`config.mk`:
```
export PLATFORM = sky130hd
export DESIGN_NAME = switch_config_ctrl
export DESIGN_NICKNAME = d
export VERILOG_FILES = /design/src/rtl/switch_cfg_pkg.sv /design/src/rtl/switch_config_ctrl_dead_time_counter.sv /design/src/rtl/switch_config_ctrl.sv
export SDC_FILE = /design/constraint.sdc
export NUM_CORES = 1
export LEC_CHECK = 0
export BUFFER_PORTS_ARGS = -buffer_cell sky130_fd_sc_hd__buf_2
export CAP_MARGIN = 5
export CELL_PAD_IN_SITES_DETAIL_PLACEMENT = 1
export CELL_PAD_IN_SITES_GLOBAL_PLACEMENT = 1
export CORE_MARGIN = 1.5
export CORE_UTILIZATION = 32
export CTS_CLUSTER_DIAMETER = 30
export DETAILED_ROUTE_END_ITERATION = 8
export GPL_TIMING_DRIVEN = 0
export PLACE_DENSITY = 0.58
export SLEW_MARGIN = 20
export SYNTH_ARGS = -nofsm -noshare
export SYNTH_HDL_FRONTEND = slang
export SYNTH_SLANG_ARGS = --single-unit
```
`constraint.sdc`:
```
create_clock -name clk -period 2.25 [get_ports clk]
set_input_delay 0 -clock clk [delete_from_list [all_inputs] [get_ports clk]]
set_output_delay 0 -clock clk [all_outputs]
set_load 0.02 [all_outputs]
```
`src/rtl/switch_cfg_pkg.sv`:
```
// switch_cfg_pkg: switch codes and controller state shared by the switch config controller.
package switch_cfg_pkg;

    typedef logic [1:0] sw_code_t;

    localparam sw_code_t SW_OFF = 2'b00;
    localparam sw_code_t SW_FWD = 2'b11;
    localparam sw_code_t SW_REV = 2'b10;

    typedef enum logic {IDLE, DEAD} state_t;

endpackage

```
`src/rtl/switch_config_ctrl_dead_time_counter.sv`:
```
// dead_time_counter: loadable down-counter that holds at zero and flags when it has run out.
module dead_time_counter #(
    parameter int DEAD_CYCLES = 4
) (
    input  logic clk,
    input  logic rst_n,
    input  logic load,
    input  logic en,
    output logic zero
);

    localparam int CNT_W = $clog2(DEAD_CYCLES + 1);

    logic [CNT_W-1:0] cnt_q, cnt_d;

    always_comb begin
        cnt_d = load ? CNT_W'(DEAD_CYCLES - 1) : (en && cnt_q != '0) ? cnt_q - 1'b1 : cnt_q;
    end

    assign zero = (cnt_q == '0);

    always_ff @(posedge clk or negedge rst_n) begin
        if (!rst_n) cnt_q <= '0;
        else        cnt_q <= cnt_d;
    end

endmodule

```
`src/rtl/switch_config_ctrl.sv`:
```
// switch_config_ctrl: shadow-banked switch codes committed break-before-make so no two drivers
// ever fight on a net while the switch topology changes.
module switch_config_ctrl
    import switch_cfg_pkg::*;
#(
    parameter int N_SW        = 8,
    parameter int DEAD_CYCLES = 4,
    parameter int IDX_W       = (N_SW > 1) ? $clog2(N_SW) : 1
) (
    input  logic              clk,
    input  logic              rst_n,
    input  logic              cfg_valid,
    output logic              cfg_ready,
    input  logic [IDX_W-1:0]  cfg_idx,
    input  logic [1:0]        cfg_code,
    input  logic              commit,
    output logic              busy,
    output logic              done,
    output logic              err,
    output logic [2*N_SW-1:0] enable_dir
);

    localparam logic [IDX_W:0] N_SW_L = (IDX_W + 1)'(N_SW);

    state_t            state_q, state_d;
    logic [2*N_SW-1:0] shadow_q, shadow_d, enable_dir_q, enable_dir_d;
    logic [2*N_SW-1:0] shadow_eff, masked;
    logic [N_SW-1:0]   chg;
    logic              busy_q, busy_d, done_q, done_d, err_q, err_d;
    logic              idle, idx_ok, wr_ok, load, cnt_zero;

    assign idle       = (state_q == IDLE);
    assign idx_ok     = ({1'b0, cfg_idx} < N_SW_L);
    assign wr_ok      = cfg_valid && idle && idx_ok;
    assign cfg_ready  = idle;
    assign busy       = busy_q;
    assign done       = done_q;
    assign err        = err_q;
    assign enable_dir = enable_dir_q;

    // A write accepted in the commit cycle joins that commit.
    always_comb begin
        shadow_eff = shadow_q;
        masked     = enable_dir_q;
        chg        = '0;
        for (int i = 0; i < N_SW; i++) begin
            if (wr_ok && cfg_idx == IDX_W'(i)) shadow_eff[2*i +: 2] = cfg_code;
            chg[i] = (shadow_eff[2*i +: 2] != enable_dir_q[2*i +: 2]);
            if (chg[i]) masked[2*i +: 2] = SW_OFF;
        end
    end

    always_comb begin
        state_d      = state_q;
        shadow_d     = shadow_q;
        enable_dir_d = enable_dir_q;
        busy_d       = busy_q;
        done_d       = 1'b0;
        err_d        = 1'b0;
        load         = 1'b0;
        if (idle) begin
            shadow_d = shadow_eff;
            err_d    = cfg_valid && !idx_ok;
            if (commit && chg == '0) begin
                done_d = 1'b1;
            end else if (commit) begin
                enable_dir_d = masked;
                state_d      = DEAD;
                busy_d       = 1'b1;
                load         = 1'b1;
            end
        end else begin
            err_d = commit;
            if (cnt_zero) begin
                enable_dir_d = shadow_q;
                done_d       = 1'b1;
                busy_d       = 1'b0;
                state_d      = IDLE;
            end
        end
    end

    dead_time_counter #(.DEAD_CYCLES(DEAD_CYCLES)) u_dead_cnt (
        .clk  (clk),
        .rst_n(rst_n),
        .load (load),
        .en   (state_q == DEAD),
        .zero (cnt_zero)
    );

    always_ff @(posedge clk or negedge rst_n) begin
        if (!rst_n) begin
            state_q      <= IDLE;
            shadow_q     <= '0;
            enable_dir_q <= '0;
            busy_q       <= 1'b0;
            done_q       <= 1'b0;
            err_q        <= 1'b0;
        end else begin
            state_q      <= state_d;
            shadow_q     <= shadow_d;
            enable_dir_q <= enable_dir_d;
            busy_q       <= busy_d;
            done_q       <= done_d;
            err_q        <= err_d;
        end
    end

endmodule

```
Word-level counts from Yosys, hierarchy flattened

Cells that the tools add are included.

Memory bits (read-only): 0
Latch bits: 0
RAM bits: 0
Output and inout bits: 20
Input bits: 9
Memories: 0
Bits in registers: 39

Mux-type cells: 35
$mul: 0
Div/mod/pow operators: 0
$lt $le $gt $ge: 0
Bitwise logic cells: 1
$add $sub $neg: 1
Shift operators: 0
Eq/ne operators: 17
Reduce and logical (&&, ||, !) cells: 34

Operators by type and width:

| cell                  | number |
|---|---|
| $mux W16              | 4 |
| $mux W2               | 16 |
| $reduce_and A4 Y1     | 8 |
| $reduce_bool A2 Y1    | 10 |
| $ne A2 B2 Y1          | 8 |
| $mux W1               | 13 |
| $eq A3 B3 Y1 const B  | 4 |
| $logic_and A1 B1 Y1   | 11 |
| $logic_not A8 Y1      | 1 |
| $eq A3 B2 Y1 const B  | 2 |
| $logic_not A3 Y1      | 2 |
| $mux W3               | 2 |
| $eq A3 B1 Y1 const B  | 1 |
| $reduce_and A3 Y1     | 1 |
| $reduce_bool A3 Y1    | 1 |
| $sub A3 B1 Y3 const B | 1 |
| $ne A2 B1 Y1 const B  | 1 |
| $ne A2 B2 Y1 const B  | 1 |
| $not A1 Y1            | 1 |

Longest topological paths before layout

Depth after elaboration: 10
Mapped depth: 8

By module

From an unflattened synthesis, not the netlist that was laid out.

Cells, all modules: 236
Area, all modules: 2392.3 µm²

By module, submodules not included:

| module             | area an instance (µm²) | cells each | times used |
|---|---|---|---|
| switch_config_ctrl | 2209.6                 | 219        | 1 |
| dead_time_counter  | 182.7                  | 17         | 1 |

Worst setup path before layout

Ideal clock, no wire load.

Path kind: register to register
Start: reg state_q
End: reg u_dead_cnt.cnt_q[1]
Stages on the path, launching flop included: 8
Arrival time: 1.839 ns
Data required time: 2.113 ns
Slack: 0.273 ns
Setup time: 0.137 ns
Cell sequence: dfrtp_1 or3b_1 buf_6 o22ai_2 nand3_2 nor4_4 and4_4 o221ai_1

Word-level cells in the longest chain between the ends: 10
Elaborated cells on any way between the ends: 33

RTL lines:

| what                                          | line                                       | text |
|---|---|---|
| start, declared                               | switch_config_ctrl.sv:25                   | `state_t state_q, state_d;` |
| start signal, assigned                        | switch_config_ctrl.sv:100                  | `state_q <= state_d;` |
| $not A1 Y1                                    | switch_config_ctrl.sv:32                   | `assign idle = (state_q == IDLE);` |
| $logic_and A1 B1 Y1                           | switch_config_ctrl.sv:34                   | `assign wr_ok = cfg_valid && idle && idx_ok;` |
| $logic_and A1 B1 Y1                           | switch_config_ctrl.sv:47                   | `if (wr_ok && cfg_idx == IDX_W'(i)) shadow_eff[2*i +: 2] = cfg_code;` |
| $mux W2                                       | switch_config_ctrl.sv:47                   |  |
| $ne A2 B2 Y1                                  | switch_config_ctrl.sv:48                   | `chg[i] = (shadow_eff[2*i +: 2] != enable_dir_q[2*i +: 2]);` |
| $logic_not A8 Y1                              | switch_config_ctrl.sv:64                   | `if (commit && chg == '0) begin` |
| $logic_and A1 B1 Y1                           | switch_config_ctrl.sv:64                   |  |
| $mux W1                                       | switch_config_ctrl.sv:64                   |  |
| $mux W1                                       | switch_config_ctrl.sv:61                   | `if (idle) begin` |
| $mux W3 or $reduce_bool A2 Y1 (tied branches) | -                                          |  |
| end signal, assigned                          | switch_config_ctrl_dead_time_counter.sv:24 | `else cnt_q <= cnt_d;` |
| end, declared                                 | switch_config_ctrl_dead_time_counter.sv:14 | `logic [CNT_W-1:0] cnt_q, cnt_d;` |

Parallel ways exist; a longest one is shown, timed or not.
A chain may end at the register's enable or synchronous reset.

Worst setup path in the final report

Start: reg state_q
End: reg u_dead_cnt.cnt_q[2]

The elaborated chain is that of the path after synthesis.

==> flow_metrics.tcl <==
set metrics [dict create \
    ys_top_cells_by_area "dfrtp_1, nand4b_1, nor2b_1, mux2_2, a22o_1" \
    min_period_ns 2.27 \
    worstHoldStart "commit" \
    powerDensity_nw_per_um2 1320 \
    hold_viol 0 \
    cts.sinks 39 \
    finalPower_uw 4100 \
    overflow 0 \
    synthToLayoutAreaGrowth_pct 22.3 \
    antenna_found_initial 0 \
    critical_path.top_delay_family "simple AND/OR/NAND/NOR gates" \
    drt-total-wl_mm 7.54 \
    drive_gt1_share_pct 29.3 \
    cp-startpoint "state_q$_DFF_PN0_" \
    setup_viol 1 \
    grtUsageTotal_pct 18.7 \
    synth.avg_cell_area_um2 9.55 \
    io_pins 29 \
    fp.coreArea_um2 7690 \
    vdd_ir_drop_max_mv 0.548 \
    endpoint_kind "register" \
    fin_crit_sh_pct 101 \
    wl_per_cell_um 18.2 \
    num-fill-cells 918 \
    path_max_fanout 6 \
    cts_tree "built" \
    p_leak_uw 0.00132 \
    relSlewSlack_pct 39.9 \
    globalplace.congestion 0.747 \
    cp_data_required_time_ns 2.44 \
    critical_path_class "register to register" \
    fin_worst_skew_ns 0.00716 \
    min_path_cells 2 \
    initial_core_util_pct 32.9 \
    h-tree-depth 2 \
    die_w_um 91.9 \
    first_global_vias 2310 \
    syn-num-nets 276 \
    failed_checks "setup timing" \
    die_height_um 91.9 \
    async_flop_share_pct 100 \
    die_area_um2 8450 \
    cp.depth 7 \
    ant_nets 0 \
    synth_top_flop_cell "dfrtp_1" \
    max_slew.worst_pin.slew_ns 0.901 \
    cts-root-buf "clkbuf_8" \
    syn_inst 265 \
    finalNetCount 321 \
    numPortBuffers 28 \
    synth.yosys.seq_area_share_pct 38.6 \
    grt_pass1_wl_mm 12.2 \
    clk_latency_ns 0.30 \
    syn_area_um2 2530 \
    synth_area_leader_cell "dfrtp_1" \
    slowest_stage "or4_4" \
    hold_class "input port to register" \
    maxCapViolCount 0 \
    status "complete, but fails checks" \
    crit_buf_inv 1 \
    drc 0 \
    clock_path_buffers 2 \
    fmax_mhz 441 \
    fin_tns_setup_ns -0.0154 \
    drt_pass1_iterations 4 \
    num_rows 32 \
    reg2reg_depth 7 \
    ys_types 45 \
    num_vias 2301 \
    synth_edf_count 0 \
    crit_path_start_kind "register" \
    diodes 0 \
    yosysWarningCount 0 \
    cp_cell_sequence "nand3b_1 > buf_4 > or4_4 > nand3_2 > and4bb_2 > and4_4 > o31a_1" \
    viasPerCell 5.57 \
    worstPathArrival_ns 2.46 \
    final_max_slew_viol_count 0 \
    cpPeakStageDelay_ns 0.48 \
    grt_max_degree 40 \
    synth_top_cell_area_share_pct 38.6 \
    clk_pin_slew_ns 0.08 \
    reg2reg_from "state_q$_DFF_PN0_" \
    drt_iter0_drc 79 \
    synth_seq_cells 39 \
    numCtsBuffers 5 \
    rsz0062_at_grt "true" \
    worst_slack_ns -0.0154 \
    hpwl_mm 5.18 \
]
kinds of logic (layout without fill, tap and decap cells):
kind of cell	after synthesis	in the layout	synth area share (%)
buffers and inverters	20	66	3.36
multiplexers	14	14	6.23
adder cells (fa/ha/maj)	2	2	0.988
AO/OA/AOI/OAI	62	62	17.0
AND/OR/NAND/NOR	127	127	33.5
XOR/XNOR	1	1	0.346
flip-flops	39	39	38.6
area by class of cell:
cell class	count	area (um^2)	share of cell area, %
Inverter	6	22.5	0.727
Buffer	13	66.3	2.14
Multi-Input combinational cell	206	1570	50.8
Timing Repair Buffer	39	229	7.39
Clock buffer	8	100	3.23
Tap cell	102	128	4.12
Sequential cell	39	977	31.6
through the flow:
step / area, um^2 / setup WS, ns / utilization (%) / hold slack (ns) / cells
floorplan: 2530 / 0.273 / - / -0.296 / 265
global route: 3100 / -0.0749 / 40.3 / 0.129 / 413
finish: 3100 / -0.0154 / 40.3 / 0.120 / 413
detailed placement: 2800 / -0.200 / 36.4 / 0.192 / 395
global placement: 2800 / -0.214 / 36.4 / 0.187 / 395
CTS: 2940 / -0.0110 / 38.3 / 0.0954 / 406
routing by layer:
| layer | wire length [um] | GRT usage [%] | vias up | part of all wire [%] |
|---|---|---|---|---|
| met5 | 0 | 0 | - | 0 |
| met4 | 85 | 5.38 | 0 | 1.1 |
| met3 | 193 | 2.99 | 6 | 2.6 |
| met2 | 3620 | 30.7 | 30 | 48 |
| met1 | 3630 | 25.3 | 1174 | 48 |
| li1 | - | - | 1091 | - |
synth_stat cells, types with 2 or more instances:
cell type  count
a22o_1        10
a31oi_1        8
and2_1         7
buf_2          2
clkbuf_1      11
dfrtp_1       39
ha_1           2
inv_1          5
mux2_2        14
nand2_1       18
nand2b_1       4
nand3_1       13
nand3_2        2
nand4_1        3
nand4b_1      24
nor2_1         7
nor2b_1       32
nor4_4         2
o21a_1         4
o21ai_0       13
o21ai_1        6
o22ai_1       12
o22ai_2        3
or4_1          3
where the power goes:
| part | internal, uW | switching (uW) |
|---|---|---|
| Sequential | 1010 | 340 |
| Combinational | 985 | 1220 |
| Clock | 280 | 263 |
| Total | 2280 | 1820 |
what timing repair did:
action / in CTS / in global routing
gates cloned: 0 / 1
buffers inserted: 2 / 7
hold buffers: 1 / 0
setup endpoints to repair: 21 / 21
gates resized for setup: 5 / 23
pin swaps: 0 / 14
hold endpoints to repair: 39 / 0
flip-flops by register name, summed over array words and instances (netlist names):
signal            cells
shadow_q             16
state_q               1
enable_dir           16
busy                  1
u_dead_cnt.cnt_q      3
done                  1
err                   1
layout by cell type (no fill, tap or decap), types with 2 or more instances in the layout:
| cell | instances |
|---|---|
| dfrtp_1 | 38 |
| nor2b_1 | 32 |
| buf_2 | 29 |
| nand4b_1 | 24 |
| nand2_1 | 18 |
| mux2_2 | 14 |
| o21ai_0 | 13 |
| buf_4 | 10 |
| a22o_1 | 10 |
| clkbuf_1 | 9 |
| o22ai_1 | 9 |
| nand3_1 | 8 |
| a31oi_1 | 8 |
| and2_1 | 7 |
| clkbuf_8 | 7 |
| nand3_2 | 6 |
| nor2_1 | 6 |
| o21ai_1 | 6 |
| inv_1 | 5 |
| o22ai_2 | 5 |
| nand2b_1 | 4 |
| o21a_1 | 4 |
| nand4_1 | 3 |
| nor4_4 | 3 |
| or4_4 | 2 |
| buf_6 | 2 |
| ha_1 | 2 |
worst paths after layout:
kind                       slack (ns)                               to
setup / recovery                -0.02  u_dead_cnt.cnt_q[2]$_DFFE_PN0P_
hold / removal                   0.12                   done$_DFF_PN0_
setup reg to reg                -0.02  u_dead_cnt.cnt_q[2]$_DFFE_PN0P_
hold reg to reg                  0.49                 busy$_DFFE_PN0P_
max in group asynchronous        1.27                state_q$_DFF_PN0_
min in group asynchronous        0.36                    err$_DFF_PN0_
Note: power is estimated with default switching activity, not from simulation.
